### config.mk
export PLATFORM = sky130hd
export DESIGN_NAME = st7066u_init_sequencer
export DESIGN_NICKNAME = d
export VERILOG_FILES = /design/src/rtl/st7066u_init_sequencer.sv
export SDC_FILE = /design/constraint.sdc
export NUM_CORES = 1
export LEC_CHECK = 0
export CAP_MARGIN = 20
export CORE_ASPECT_RATIO = 0.75
export CORE_UTILIZATION = 51
export DETAILED_ROUTE_END_ITERATION = 12
export PLACE_DENSITY = 0.76
export SKIP_LAST_GASP = 1
export SLEW_MARGIN = 20
export SYNTH_ARGS = -nofsm -noshare
export SYNTH_HDL_FRONTEND = slang
export SYNTH_SLANG_ARGS = --single-unit
export TNS_END_PERCENT = 1
### constraint.sdc
create_clock -name i_clk -period 2.54 [get_ports i_clk]
set_input_delay 0.635 -clock i_clk [delete_from_list [all_inputs] [get_ports i_clk]]
set_output_delay 0.635 -clock i_clk [all_outputs]
set_load 0.1 [all_outputs]
### src/rtl/st7066u_init_sequencer.sv
// ST7066U 8-bit power-on init sequencer: walks the command ROM with datasheet timing, then passes the runtime bus through.
// Build option: define ST7066U_INIT_CURSOR_EN to turn cursor and blink on in the display-on command.
module st7066u_init_sequencer #(
  parameter int POWERUP_CYCLES    = 4000000,
  parameter int E_PULSE_CYCLES    = 50,
  parameter int CMD_WAIT_CYCLES   = 4000,
  parameter int CLEAR_WAIT_CYCLES = 160000
) (
  input  logic       i_clk,
  input  logic       i_reset,
  input  logic       i_ena,
  input  logic       i_update_pulse,
  input  logic       i_rs,
  input  logic       i_e,
  input  logic [7:0] i_d,
  output logic       o_rs,
  output logic       o_e,
  output logic [7:0] o_d,
  output logic       o_ready,
  output logic       o_update_pulse
);

  localparam int MAX_A = (POWERUP_CYCLES > E_PULSE_CYCLES) ? POWERUP_CYCLES : E_PULSE_CYCLES;
  localparam int MAX_B = (CMD_WAIT_CYCLES > CLEAR_WAIT_CYCLES) ? CMD_WAIT_CYCLES : CLEAR_WAIT_CYCLES;
  localparam int CNT_MAX = (MAX_A > MAX_B) ? MAX_A : MAX_B;
  localparam int CNT_W = $clog2(CNT_MAX + 1);

  localparam logic [CNT_W-1:0] PWR_LAST   = CNT_W'(POWERUP_CYCLES - 1);
  localparam logic [CNT_W-1:0] E_LAST     = CNT_W'(E_PULSE_CYCLES - 1);
  localparam logic [CNT_W-1:0] CMD_LAST   = CNT_W'(CMD_WAIT_CYCLES - 1);
  localparam logic [CNT_W-1:0] CLEAR_LAST = CNT_W'(CLEAR_WAIT_CYCLES - 1);

  localparam logic [2:0] S_PWR_WAIT = 3'd0;
  localparam logic [2:0] S_SETUP    = 3'd1;
  localparam logic [2:0] S_E_HIGH   = 3'd2;
  localparam logic [2:0] S_WAIT     = 3'd3;
  localparam logic [2:0] S_DONE     = 3'd4;

  localparam logic [2:0] IDX_CLEAR = 3'd3;
  localparam logic [2:0] IDX_LAST  = 3'd4;

  logic [2:0]       state_q, state_d;
  logic [CNT_W-1:0] cnt_q, cnt_d;
  logic [2:0]       idx_q, idx_d;
  logic             pending_q, pending_d;
  logic             rs_q, rs_d;
  logic             e_q, e_d;
  logic [7:0]       d_q, d_d;
  logic             ready_q, ready_d;
  logic             upd_q, upd_d;
  logic [CNT_W-1:0] wait_last;

  function automatic logic [7:0] cmd_rom(input logic [2:0] idx);
    case (idx)
      3'd0:    cmd_rom = 8'h38;
      3'd1:    cmd_rom = 8'h38;
`ifdef ST7066U_INIT_CURSOR_EN
      3'd2:    cmd_rom = 8'h0F;
`else
      3'd2:    cmd_rom = 8'h0C;
`endif
      3'd3:    cmd_rom = 8'h01;
      3'd4:    cmd_rom = 8'h06;
      default: cmd_rom = 8'h00;
    endcase
  endfunction

  // Clear display needs the long settle time; everything else uses the short one.
  assign wait_last = (idx_q == IDX_CLEAR) ? CLEAR_LAST : CMD_LAST;

  always_comb begin
    state_d   = state_q;
    cnt_d     = cnt_q + CNT_W'(1);
    idx_d     = idx_q;
    pending_d = pending_q | i_update_pulse;
    rs_d      = rs_q;
    e_d       = e_q;
    d_d       = d_q;
    ready_d   = ready_q;
    upd_d     = 1'b0;
    case (state_q)
      S_PWR_WAIT: begin
        if (cnt_q == PWR_LAST) begin
          state_d = S_SETUP;
          cnt_d   = '0;
          rs_d    = 1'b0;
          d_d     = cmd_rom(idx_q);
        end
      end
      S_SETUP: begin
        state_d = S_E_HIGH;
        cnt_d   = '0;
        e_d     = 1'b1;
      end
      S_E_HIGH: begin
        if (cnt_q == E_LAST) begin
          state_d = S_WAIT;
          cnt_d   = '0;
          e_d     = 1'b0;
        end
      end
      S_WAIT: begin
        if (cnt_q == wait_last) begin
          cnt_d = '0;
          if (idx_q == IDX_LAST) begin
            state_d = S_DONE;
          end else begin
            state_d = S_SETUP;
            idx_d   = idx_q + 3'd1;
            rs_d    = 1'b0;
            d_d     = cmd_rom(idx_q + 3'd1);
          end
        end
      end
      S_DONE: begin
        // pending can only be set before DONE, so it flushes on the first DONE cycle only.
        cnt_d     = cnt_q;
        rs_d      = i_rs;
        e_d       = i_e;
        d_d       = i_d;
        ready_d   = 1'b1;
        upd_d     = i_update_pulse | pending_q;
        pending_d = 1'b0;
      end
      default: begin
        state_d = S_PWR_WAIT;
        cnt_d   = '0;
      end
    endcase
  end

  always_ff @(posedge i_clk) begin
    if (i_reset) begin
      state_q   <= S_PWR_WAIT;
      cnt_q     <= '0;
      idx_q     <= '0;
      pending_q <= 1'b0;
      rs_q      <= 1'b0;
      e_q       <= 1'b0;
      d_q       <= 8'h00;
      ready_q   <= 1'b0;
      upd_q     <= 1'b0;
    end else if (i_ena) begin
      state_q   <= state_d;
      cnt_q     <= cnt_d;
      idx_q     <= idx_d;
      pending_q <= pending_d;
      rs_q      <= rs_d;
      e_q       <= e_d;
      d_q       <= d_d;
      ready_q   <= ready_d;
      upd_q     <= upd_d;
    end
  end

  assign o_rs           = rs_q;
  assign o_e            = e_q;
  assign o_d            = d_q;
  assign o_ready        = ready_q;
  assign o_update_pulse = upd_q;

endmodule

### After elaboration in Yosys (flattened, before gate mapping)

Cells that the tools add are included.

| storage, ports and cells | value |
|---|---|
| flip-flop bits (word level) | 41 |
| latch bits | 0 |
| RAM bits | 0 |
| bits in read-only memories | 0 |
| input port bits | 14 |
| output and inout bits | 12 |
| logic and storage cells | 70 |
| memories kept | 0 |

| cells by class | value |
|---|---|
| add/sub/neg operators | 2 |
| multipliers | 0 |
| div/mod/pow operators | 0 |
| magnitude comparators | 0 |
| eq/ne operators | 19 |
| shift operators | 0 |
| muxes and demuxes | 24 |
| bitwise gates (word level) | 3 |
| reductions and logical operators | 13 |

Operators with widths:

| kind | number |
|---|---|
| $pmux 22 s4 | 1 |
| $mux 22 | 3 |
| $pmux 6 s4 | 2 |
| $mux 8 | 3 |
| $pmux 8 s3 | 1 |
| $add 22x1->22 const B | 1 |
| $eq 22x18->1 | 1 |
| $eq 22x22->1 const B | 1 |
| $eq 22x6->1 const B | 1 |
| $eq 3x2->1 const B | 6 |
| $mux 18 | 1 |
| $pmux 3 s5 | 1 |
| $mux 3 | 4 |
| $reduce_and 5->1 | 2 |
| $eq 3x1->1 const B | 3 |
| $eq 3x3->1 const B | 3 |
| $logic_not 3->1 | 3 |
| $ne 2x2->1 const B | 4 |
| $mux 1 | 6 |
| $pmux 1 s3 | 2 |
| $reduce_bool 3->1 | 2 |
| $reduce_and 2->1 | 2 |
| $reduce_and 4->1 | 1 |
| $reduce_or 2->1 | 2 |
| 4 further kinds | 5 |

### Logic depth before layout (Yosys ltp)

Gate-level depths: netlist of the first run.

| logic depth | value |
|---|---|
| depth in word-level cells | 7 |
| gate-level depth with buffers | 10 |
| depth with buffers taken out | 8 |

### Worst setup path before layout of the first run

Ideal clock, no wire load.

| path | value |
|---|---|
| path type | reg2reg |
| start | register cnt_q[0] |
| end | register cnt_q[13] |
| setup time | 0.122 ns |
| arrival time | 2.437 ns |
| required time | 2.418 ns |
| path slack | -0.019 ns |
| stages on the path, launching flop included | 9 |
| buffers on the path | 1 |
| clock period less this slack | 2.559 ns |
| path through | dfxtp_1 ha_1 or4b_1 or4_4 o31ai_4 o211a_1 buf_2 nor2_1 a221o_1 |

| on the way | value |
|---|---|
| word-level cells in the longest chain between the ends | 3 |
| elaborated cells between the ends (all ways) | 8 |
| classes of those cells | add/sub (1); eq/ne (3); mux (4) |

Ends and longest elaborated chain:

| item | RTL line | text |
|---|---|---|
| start: declaration | 43 | `logic [CNT_W-1:0] cnt_q, cnt_d;` |
| start signal: assignment | 145 | `cnt_q <= cnt_d;` |
| $add 22x1->22, or another cell as far along | 73 | `cnt_d = cnt_q + CNT_W'(1);` |
| $mux 22, on equally long branches | 103, 83, 96 |  |
| $pmux 22 s4 (*) | 81 | `case (state_q)` |

Mark *: on every way between the ends. The rest lies on a longest branch, timed or not.
A chain may end at the register's enable or synchronous reset.

### Worst setup path after layout of the first run

| path | value |
|---|---|
| start | register cnt_q[1] |
| end | register state_q[2] |

| on the way | value |
|---|---|
| word-level cells in the longest chain between the ends | 3 |
| elaborated cells between the ends (all ways) | 7 |
| classes of those cells | eq/ne (6); reduce/logical (1) |

Ends and longest elaborated chain:

| item | RTL line | text |
|---|---|---|
| $eq 22x18->1, or another cell as far along | 103 | `if (cnt_q == wait_last) begin` |
| $ne 2x2->1 (no source line) | n/a |  |
| $reduce_and 5->1 (no source line) (*) | n/a |  |
| end signal: assignment | 144 | `state_q <= state_d;` |
| end: declaration | 42 | `logic [2:0] state_q, state_d;` |

Marked as above.

==> results of run 1 <==
[power by group]
part / total [mW] / switching, mW / internal [mW]
logic: 0.0876 / 0.0445 / 0.0431
clock network: 0.552 / 0.231 / 0.321
registers: 0.648 / 0.00263 / 0.646
[synth_stat cells (3+ instances only)]
library cell   n
buf_2          3
nand4_1        5
xnor2_1        3
xor2_1         3
or4_1          4
a21oi_1       14
or3_1          5
a221o_1        3
nand3_1       16
ha_1           9
o31ai_1        3
dfxtp_1       41
and4_1         4
nand2b_1       8
a311oi_1       4
nor2_1        34
inv_1         12
nand2_1       31
a211oi_1       8
or2_2          3
nor3_1        14
a22o_1         5
nor4_1         6
nor2b_1        3
a32o_1         3
o311ai_0       3
a31oi_1        6
o21ai_0       13
clkbuf_1      15
and3_1         4
[state kept, by name, indices dropped and copies added (netlist names)]
name	cells
o_ready	1
o_update_pulse	1
state_q	3
o_d	8
pending_q	1
o_e	1
idx_q	3
cnt_q	22
o_rs	1
[logic make-up after synthesis]
group | count (synthesis) | synth area share, %
and+or+nand+nor | 145 | 29.8
AOI/OAI and AO/OA | 81 | 24.4
DFF | 41 | 33.1
buffers and inverters | 31 | 5.15
adders and majority gates | 9 | 4.54
xor gates and xnor gates | 6 | 2.12
muxes | 2 | 0.808
[worst reg2reg max path: stages (launching register included)]
cell	delay [ns]
dfxtp_1	0.32
inv_1	0.07
ha_1	0.13
or4b_1	0.44
or4_4	0.47
o31ai_4	0.26
o211ai_4	0.13
or4_4	0.50
a21oi_2	0.14
[final cells by class]
class                   count  area, µm²
well taps                  57       71.3
fillers                   396       1510
inverters                  12       45.0
flip-flops and latches     41        822
clock inverters             1       30.0
clock buffers               7       86.3
repair buffers             55        445
multi-input cells         243       1560
[layer usage]
metal	GRT usage, %	routed length [µm]	vias up
met2	40.4	2940	104
met5	0	0	-
met1	44.3	3290	1206
li1	-	-	1255
met4	7.76	71	0
met3	7.01	564	13
[how the worst max path moves through the flow]
stage / cells after the start / slack [ns] / endpoint
floorplan: 9 / 0.03 / cnt_q[13]
global placement: 8 / 0.05 / cnt_q[13]
detailed placement: 8 / -0.03 / state_q[2]
CTS: 9 / -0.03 / cnt_q[7]
global route: 8 / -0.1 / state_q[2]
finish: 8 / 0.02 / state_q[2]
[metrics by stage]
step | std cells | hold WS, ns
after global placement | 406 | 0.442
after detailed placement | 406 | 0.451
after CTS | 415 | 0.462
after global routing | 416 | 0.493
after floorplan | 315 | 0.471
final | 416 | 0.463
[timing repair]
item                                   CTS  global route
setup endpoints to repair                2            28
endpoints found under the hold margin    0             0
setup buffers                            1             1
pin swaps                                5             2
gates resized for setup                  3             7
==> flow_summary.toml, run 1 <==
[cts]
clock_latency_ns = 0.29
cts.sinks = 41
cts_hold_buf = 0
numCtsBuffers = 5
cts.clk_slew.worst_paths_ns = 0.08
h-tree-depth = 2
cts_root_buf = "clkbuf_8"
clockBufferDepth = 2
tritoncts = "done"

[yosys]
yosys-top-cells-area = "dfxtp_1 33%, nor2_1 5.1%, nand2_1 4.7%"
yosys_warnings = 0
postSynthCellCount = 315
ys_seq_area_share_pct = 33.1
syn_area_per_cell_um2 = 7.87
synth_seq_cells = 41
async_flop_share_pct = 0
yosysTopAreaCell = "dfxtp_1"
synthDistinctLibCells = 52
syn-num-nets = 338
ys.flop_type = "dfxtp_1"
synth_top_area_share_pct = 33.1
synthesis.area_um2 = 2480
synth_edf_count = 0

[worst_hold_path]
hold_path_end = "o_update_pulse"
hp-class = "register to register"
min_path_cells = 2
min_from = "o_update_pulse"

[worst_setup_path]
path_max_fanout = 4
max_stage_delay_ns = 0.50
crit_type = "register to register"
r2r-end = "state_q[2]"
cp_cell_sequence = "inv_1, ha_1, or4b_1, or4_4, o31ai_4, o211ai_4, or4_4, a21oi_2"
worstSetupStartpoint = "cnt_q[1]"
cp.required_ns = 2.77
crit_path_end_kind = "register"
cp-start-kind = "register"
path_common_cell = "or4_4"
r2r_cells = 8
crit_slowest_cell = "or4_4"
r2r-start = "cnt_q[1]"
cp_num_buf_inv = 1
cpLargestDelayFamily = "simple AND/OR/NAND/NOR gates"
ff2ff_setup_slack_ns = 0.02
critPathArrivalTime_ns = 2.74

[global_routing]
antenna_found_initial = 0
first_global_vias = 2409
grt_max_degree = 19
grt-ovfl-total = 0
grt_pass1_wl_um = 11500
grt_usage_pct = 29.1

[route]
ant_nets = 0
wirelength_um = 6860
wl_per_cell_um = 16.5
drc = 0
routed_via_density = 6.20
first_pass_iters = 5
num_vias = 2578
drtIter0Drc = 261

[placement]
dpl-instance-area_um2 = 2900
dp_slack_ns = -0.0334
dpl.hpwl_um = 4900
port_buffers = 25
gp_congestion = 0.872

[sta]
skew_ns = 0.00929
post-route-worst-setup-slack_ns = 0.0248
rsz0062_at_grt = "true"
tightest_slew_ns = 0.917
fin_setup_tns_ns = 0
slew_headroom_pct = 38.7
hold_viol = 0
finalCritPeriodShare_pct = 99.0
period_needed_ns = 2.52
finalSetupViolCount = 0
max_freq_ghz = 0.398
slew_violations = 0

[finish]
syn_to_final_growth_pct = 23.4
drive_above_1_share_pct = 18.7
final_common_cell = "buf_4"
nets = 381
design_area_um2 = 3060
utilization_pct = 66.9
n_antenna_cell = 0
layout_common_cells = "42 x buf_4, 40 x dfxtp_1, 32 x nor2_1"

[flow_run]
drv_cap = 0

[floorplan]
start_util_pct = 54.2
io_pins = 26
core_area_um2 = 4570
die_area_um2 = 5150
rows = 21
die_h_um = 62.4
die_w_um = 82.5

[power]
total_power_mw = 1.29
p_leak_nw = 1.14
irDropWorstVdd_uv = 320
p_per_area_nw_per_um2 = 421

[status]
status = "finished, final reports clean"
Note: power is estimated with default switching activity, not from simulation.
==> run 2, diff against run 1 <==
--- a/config.mk
+++ b/config.mk
@@ -11,7 +11,7 @@
 export DETAILED_ROUTE_END_ITERATION = 12
 export PLACE_DENSITY = 0.76
 export SKIP_LAST_GASP = 1
-export SLEW_MARGIN = 20
+export SLEW_MARGIN = 5
 export SYNTH_ARGS = -nofsm -noshare
 export SYNTH_HDL_FRONTEND = slang
 export SYNTH_SLANG_ARGS = --single-unit
==> results of run 2 <==
No change in the layout: final DEF, timing and power equal those of run 1.
